--- config.mk ---
export PLATFORM = sky130hd
export DESIGN_NAME = select_encode_seq_flat
export DESIGN_NICKNAME = d
export VERILOG_FILES = /design/src/rtl/select_encode_seq_if.sv /design/src/rtl/select_encode_seq.sv /design/src/flat_wrapper.sv
export SDC_FILE = /design/constraint.sdc
export NUM_CORES = 1
export LEC_CHECK = 0
export ABC_AREA = 0
export BUFFER_PORTS_ARGS = -buffer_cell sky130_fd_sc_hd__clkbuf_2
export CAP_MARGIN = 15
export CORE_ASPECT_RATIO = 1.25
export CORE_UTILIZATION = 42
export CTS_CLUSTER_SIZE = 28
export DETAILED_ROUTE_END_ITERATION = 10
export PLACE_DENSITY = 0.8
export SKIP_LAST_GASP = 1
export SYNTH_ARGS = -nofsm -noshare
export SYNTH_HDL_FRONTEND = slang
export SYNTH_SLANG_ARGS = --single-unit
--- constraint.sdc ---
create_clock -name clock -period 2.22 [get_ports clock]
set_input_delay 0.555 -clock clock [delete_from_list [all_inputs] [get_ports clock]]
set_output_delay 0.555 -clock clock [all_outputs]
set_load 0.02 [all_outputs]
--- src/rtl/select_encode_seq_if.sv ---
// Control-unit to register-select/encode bundle: Gr/strobe controls in, one-hot
// register-file enables, selection status and extended immediate out.
interface select_encode_seq_if #(
  parameter int NUM_REGS = 16,
  parameter int SEL_W    = 4,
  parameter int INSTR_W  = 32,
  parameter int DATA_W   = 32
) ();
  logic                ir_load;
  logic [INSTR_W-1:0]  instr_in;
  logic                Gra;
  logic                Grb;
  logic                Grc;
  logic                Rin;
  logic                Rout;
  logic                BAout;
  logic                zext;
  logic [NUM_REGS-1:0] reg_in;
  logic [NUM_REGS-1:0] reg_out;
  logic                r0_zero;
  logic [SEL_W-1:0]    sel_index;
  logic                sel_valid;
  logic                sel_err;
  logic [DATA_W-1:0]   C_ext;

  modport master (
    output ir_load, instr_in, Gra, Grb, Grc, Rin, Rout, BAout, zext,
    input  reg_in, reg_out, r0_zero, sel_index, sel_valid, sel_err, C_ext
  );

  modport slave (
    input  ir_load, instr_in, Gra, Grb, Grc, Rin, Rout, BAout, zext,
    output reg_in, reg_out, r0_zero, sel_index, sel_valid, sel_err, C_ext
  );
endinterface

--- src/rtl/select_encode_seq.sv ---
// Register select/encode unit: holds the instruction, remembers the last Gr
// selection, drives one-hot register enables and extends the immediate.
module select_encode_seq #(
  parameter int NUM_REGS = 16,
  parameter int SEL_W    = 4,
  parameter int INSTR_W  = 32,
  parameter int RA_LSB   = 23,
  parameter int RB_LSB   = 19,
  parameter int RC_LSB   = 15,
  parameter int IMM_W    = 19,
  parameter int DATA_W   = 32
) (
  input logic                clock,
  input logic                clear,
  select_encode_seq_if.slave bus
);

  logic [INSTR_W-1:0]  instr_q;
  logic [SEL_W-1:0]    sel_q;
  logic                sel_valid_q;
  logic                sel_err_q;

  logic                live;
  logic                multi;
  logic [SEL_W-1:0]    live_idx;
  logic [SEL_W-1:0]    eff_idx;
  logic                sel_valid;
  logic [NUM_REGS-1:0] onehot;
  logic [NUM_REGS-1:0] reg_in;
  logic [NUM_REGS-1:0] reg_out;
  logic                r0_zero;
  logic                unused_instr_bits;

  function automatic logic [DATA_W-1:0] extend_imm(input logic [IMM_W-1:0] imm,
                                                   input logic zero_mode);
    logic signed [IMM_W-1:0] simm;
    simm = imm;
    if (zero_mode) return {{(DATA_W-IMM_W){1'b0}}, imm};
    return {{(DATA_W-IMM_W){simm[IMM_W-1]}}, simm};
  endfunction

  // State: instruction register, held selection, sticky multi-select error
  always_ff @(posedge clock) begin
    if (clear) begin
      instr_q     <= '0;
      sel_q       <= '0;
      sel_valid_q <= 1'b0;
      sel_err_q   <= 1'b0;
    end else begin
      if (bus.ir_load) instr_q <= bus.instr_in;
      if (live) begin
        sel_q       <= live_idx;
        sel_valid_q <= 1'b1;
      end
      if (multi) sel_err_q <= 1'b1;
    end
  end

  // Decode: live selection overrides the held one with zero latency
  always_comb begin
    live     = 1'b0;
    multi    = 1'b0;
    live_idx = instr_q[RC_LSB +: SEL_W];
    case ({bus.Gra, bus.Grb, bus.Grc})
      3'b000:  ;
      3'b100:  begin live = 1'b1; live_idx = instr_q[RA_LSB +: SEL_W]; end
      3'b010:  begin live = 1'b1; live_idx = instr_q[RB_LSB +: SEL_W]; end
      3'b001:  live = 1'b1;
      default: multi = 1'b1;
    endcase
    eff_idx   = live ? live_idx : sel_q;
    sel_valid = live | sel_valid_q;
    onehot    = '0;
    if (sel_valid) onehot[eff_idx] = 1'b1;

    reg_in  = '0;
    reg_out = '0;
    r0_zero = 1'b0;
    if (!clear) begin
      if (bus.Rin) reg_in = onehot;
      if (bus.Rout || bus.BAout) reg_out = onehot;
      // Base addressing treats R0 as constant zero instead of reading it
      if (bus.BAout && sel_valid && (eff_idx == '0)) begin
        reg_out[0] = 1'b0;
        r0_zero    = 1'b1;
      end
    end
  end

  assign unused_instr_bits = ^instr_q;

  assign bus.reg_in    = reg_in;
  assign bus.reg_out   = reg_out;
  assign bus.r0_zero   = r0_zero;
  assign bus.sel_index = eff_idx;
  assign bus.sel_valid = sel_valid;
  assign bus.sel_err   = sel_err_q;
  assign bus.C_ext     = extend_imm(instr_q[IMM_W-1:0], bus.zext);

endmodule
--- src/flat_wrapper.sv ---
// flat-port wrapper written by rule: the top's interface ports become plain ports
module select_encode_seq_flat 
#(
  parameter int NUM_REGS = 16,
  parameter int SEL_W    = 4,
  parameter int INSTR_W  = 32,
  parameter int RA_LSB   = 23,
  parameter int RB_LSB   = 19,
  parameter int RC_LSB   = 15,
  parameter int IMM_W    = 19,
  parameter int DATA_W   = 32
)
  (clock, clear, bus_ir_load, bus_instr_in, bus_Gra, bus_Grb, bus_Grc, bus_Rin, bus_Rout, bus_BAout, bus_zext, bus_reg_in, bus_reg_out, bus_r0_zero, bus_sel_index, bus_sel_valid, bus_sel_err, bus_C_ext);
  select_encode_seq_if #(.NUM_REGS(NUM_REGS), .SEL_W(SEL_W), .INSTR_W(INSTR_W), .DATA_W(DATA_W)) bus_i ();
  input logic clock;
  input logic clear;
  input wire logic [$bits(bus_i.ir_load)-1:0] bus_ir_load;
  input wire logic [$bits(bus_i.instr_in)-1:0] bus_instr_in;
  input wire logic [$bits(bus_i.Gra)-1:0] bus_Gra;
  input wire logic [$bits(bus_i.Grb)-1:0] bus_Grb;
  input wire logic [$bits(bus_i.Grc)-1:0] bus_Grc;
  input wire logic [$bits(bus_i.Rin)-1:0] bus_Rin;
  input wire logic [$bits(bus_i.Rout)-1:0] bus_Rout;
  input wire logic [$bits(bus_i.BAout)-1:0] bus_BAout;
  input wire logic [$bits(bus_i.zext)-1:0] bus_zext;
  output wire logic [$bits(bus_i.reg_in)-1:0] bus_reg_in;
  output wire logic [$bits(bus_i.reg_out)-1:0] bus_reg_out;
  output wire logic [$bits(bus_i.r0_zero)-1:0] bus_r0_zero;
  output wire logic [$bits(bus_i.sel_index)-1:0] bus_sel_index;
  output wire logic [$bits(bus_i.sel_valid)-1:0] bus_sel_valid;
  output wire logic [$bits(bus_i.sel_err)-1:0] bus_sel_err;
  output wire logic [$bits(bus_i.C_ext)-1:0] bus_C_ext;
  assign bus_i.ir_load = bus_ir_load;
  assign bus_i.instr_in = bus_instr_in;
  assign bus_i.Gra = bus_Gra;
  assign bus_i.Grb = bus_Grb;
  assign bus_i.Grc = bus_Grc;
  assign bus_i.Rin = bus_Rin;
  assign bus_i.Rout = bus_Rout;
  assign bus_i.BAout = bus_BAout;
  assign bus_i.zext = bus_zext;
  assign bus_reg_in = bus_i.reg_in;
  assign bus_reg_out = bus_i.reg_out;
  assign bus_r0_zero = bus_i.r0_zero;
  assign bus_sel_index = bus_i.sel_index;
  assign bus_sel_valid = bus_i.sel_valid;
  assign bus_sel_err = bus_i.sel_err;
  assign bus_C_ext = bus_i.C_ext;
  select_encode_seq #(.NUM_REGS(NUM_REGS), .SEL_W(SEL_W), .INSTR_W(INSTR_W), .RA_LSB(RA_LSB), .RB_LSB(RB_LSB), .RC_LSB(RC_LSB), .IMM_W(IMM_W), .DATA_W(DATA_W)) u_core (.clock(clock), .clear(clear), .bus(bus_i));
endmodule
==> flow_metrics.env <==
export IMPL_synth_edf_count=0
export IMPL_areaGrowthSynthToFinish_pct=66.0
export IMPL_rsz0062_at_grt="yes"
export IMPL_async_reset_ff_frac=0
export IMPL_ant_nets=0
export IMPL_synth_top_cell_area_share=0.292
export IMPL_core_rowCount=29
export IMPL_synth_warnings=0
export IMPL_route_vias_total=2294
export IMPL_insertion_delay_ns=0.28
export IMPL_cts_sinks=33
export IMPL_syn_area_per_cell_um2=9.72
export IMPL_crit_chain="clkbuf_16, buf_12, xor2_4, a2111oi_2, buf_4, o21bai_4, nor3_2, clkbuf_4"
export IMPL_via_per_inst=5.40
export IMPL_yosysUniqueCellTypes=43
export IMPL_synth_top_area_cell="dfxtp_1"
export IMPL_min_path_type="flop to flop"
export IMPL_peakVddDrop_mv=0.568
export IMPL_path_delay_family="buffers and inverters"
export IMPL_drtIter0Drc=84
export IMPL_worst_path_buf_inv=4
export IMPL_synth_main_ff_cell="dfxtp_1"
export IMPL_cp_arrival_ns=2.30
export IMPL_die_h_um=84.1
export IMPL_nets=404
export IMPL_post_place_ws_ns=-0.598
export IMPL_grt_pass1_vias=2261
export IMPL_port_buffers=107
export IMPL_worst_pin_slew_ns=0.622
export IMPL_dp_hpwl_mm=4.27
export IMPL_root_buffer="clkbuf_8"
export IMPL_dp_cells=400
export IMPL_num_antenna_cells=0
export IMPL_violations="negative setup slack"
export IMPL_max_stage_delay_ns=0.49
export IMPL_period_share=1.29
export IMPL_maxCapViolCount=0
export IMPL_power_leakage_nw=1.65
export IMPL_cp_max_fo=8
export IMPL_cts_tree="done"
export IMPL_crit_path_end_kind="primary output"
export IMPL_outcome="finished, violations left"
export IMPL_syn_cell_area_um2=2260
export IMPL_wl_per_cell_um=18.1
export IMPL_h_tree_depth=2
export IMPL_critPathKind="input pin to primary output"
export IMPL_antenna_found_initial=0
export IMPL_synth_fp_nets=275
export IMPL_synthTopCellsByArea="dfxtp_1 (29%), mux2i_1 (12%), buf_4 (11%)"
export IMPL_die_x_um=67.7
export IMPL_pin_count=113
export IMPL_fin_crit_ns=2.85
export IMPL_maxSlewHeadroom=0.585
export IMPL_core_um2=5120
export IMPL_path_clk_slew_ns=0.07
export IMPL_grt_max_degree=29
export IMPL_skew_ns=0.00704
export IMPL_synth_most_common_cell="nor2_1"
export IMPL_clk_path_buf_depth=2
export IMPL_cp_start_kind="input pin"
export IMPL_drcViolationCount=0
export IMPL_overflow=0
export IMPL_crit_required_ns=1.66
export IMPL_fp_dieArea_um2=5690
export IMPL_synth_seq_cells=33
export IMPL_ys_seq_area_frac=0.292
export IMPL_fmax_mhz=350
export IMPL_grt_use_total=0.242
export IMPL_power_density_nw_per_um2=526
export IMPL_cts_buffers=5
export IMPL_gp_congestion=0.787
export IMPL_num_fill_cells=332
export IMPL_final_cells=425
export IMPL_synth_cells=233
export IMPL_synth_common_cells="nor2_1 (37), buf_4 (33), dfxtp_1 (33)"
export IMPL_hold_viol=0
export IMPL_setup_slack_ns=-0.633
export IMPL_grt_pass1_wl_mm=10.6
export IMPL_dr_pass1_iters=4
export IMPL_critical_path_slowest_cell="a2111oi_2"
export IMPL_routed_wl_mm=7.71
export IMPL_drive_above_1_share=0.667
export IMPL_slew_viol_final=0
export IMPL_start_util=0.443
export IMPL_setup_violations=38
## state kept, by name (all words and copies together), names as in the netlist
| signal | count |
|---|---|
| u_core.instr_q | 27 |
| u_core.sel_q | 4 |
| u_core.bus.sel_err | 1 |
| u_core.sel_valid_q | 1 |
## per-stage QoR
step	setup TNS, ns	utilization	hold WS (ns)	instance area (um^2)	power (W)
2_1_floorplan	-7.94	-	0.461	2430	0.00106
6_report	-18.31	0.735	0.494	3760	0.00198
3_3_place_gp	-17.16	0.602	0.453	3080	0.00119
3_5_place_dp	-18.45	0.602	0.488	3080	0.00121
5_1_grt	-19.76	0.735	0.509	3760	0.00205
4_1_cts	-16.45	0.682	0.501	3490	0.00187
## where the power goes
| part | switching, W | leakage (nW) | internal [W] |
|---|---|---|---|
| combinational | 0.000406 | 1.32 | 0.000323 |
| sequential | 0.0000310 | 0.273 | 0.000630 |
| clock | 0.000222 | 0.0574 | 0.000365 |
## worst reg2reg max path: stages, from the launching register on
cell      delay (ns)
dfxtp_1         0.32
or4b_4          0.55
o211ai_4        0.16
buf_4           0.18
a21oi_2         0.04
nor2b_1         0.16
## path summary, 6_finish.rpt
path                                                       from                         endpoint  slack [ns]  cells after the start
worst max-delay path                                    bus_Grb                   bus_reg_out[8]       -0.63                      8
worst min-delay path            u_core.bus.sel_err$_SDFFE_PP0N_  u_core.bus.sel_err$_SDFFE_PP0N_        0.49                      2
worst max register to register  u_core.instr_q[22]$_SDFFE_PP0P_       u_core.sel_q[3]$_SDFF_PP0_        0.69                      5
worst min register to register  u_core.bus.sel_err$_SDFFE_PP0N_  u_core.bus.sel_err$_SDFFE_PP0N_        0.49                      2
## routing by layer
layer	wire [um]	vias to the layer above	GRT usage
li1	-	1054	-
met1	2640	1082	0.241
met2	4220	122	0.445
met3	498	36	0.0478
met4	349	0	0.133
met5	0	-	0
## cell families (layout without fill, tap and decap cells)
| family | Yosys count | count (layout) | share of synthesized area |
|---|---|---|---|
| compound gates | 36 | 38 | 0.183 |
| xor+xnor | 1 | 1 | 0.00718 |
| fa+ha+maj | 1 | 1 | 0.00442 |
| buf+inv | 48 | 176 | 0.146 |
| flops | 33 | 33 | 0.292 |
| mux | 27 | 27 | 0.119 |
| simple gates | 87 | 87 | 0.248 |
## layout make-up
| class | instances | area (um^2) | area share |
|---|---|---|---|
| Multi-Input combinational cell | 154 | 1590 | 0.423 |
| Clock inverter | 2 | 37.5 | 0.00999 |
| Clock buffer | 6 | 82.6 | 0.0220 |
| Timing Repair Buffer | 164 | 1290 | 0.344 |
| Tap cell | 62 | 77.6 | 0.0206 |
| Sequential cell | 33 | 661 | 0.176 |
| Inverter | 4 | 17.5 | 0.00466 |
## cells in the final DEF (no fill, tap or decap), drive strengths merged, types with 3 or more instances in the layout
cell,count
a211oi,8
a21oi,8
buf,80
clkbuf,90
dfxtp,33
inv,4
mux2i,27
nand2,6
nand2b,3
nor2,42
nor2b,4
nor3,14
nor4,5
o211ai,6
or4b,8
## what timing repair did
item | in CTS | in global routing
hold buffers | 0 | 0
gates resized for setup | 47 | 72
pin swaps | 24 | 25
setup endpoints to repair | 38 | 38
buffers inserted | 10 | 8
gates cloned | 2 | 0
(Power assumes the default switching activity.)
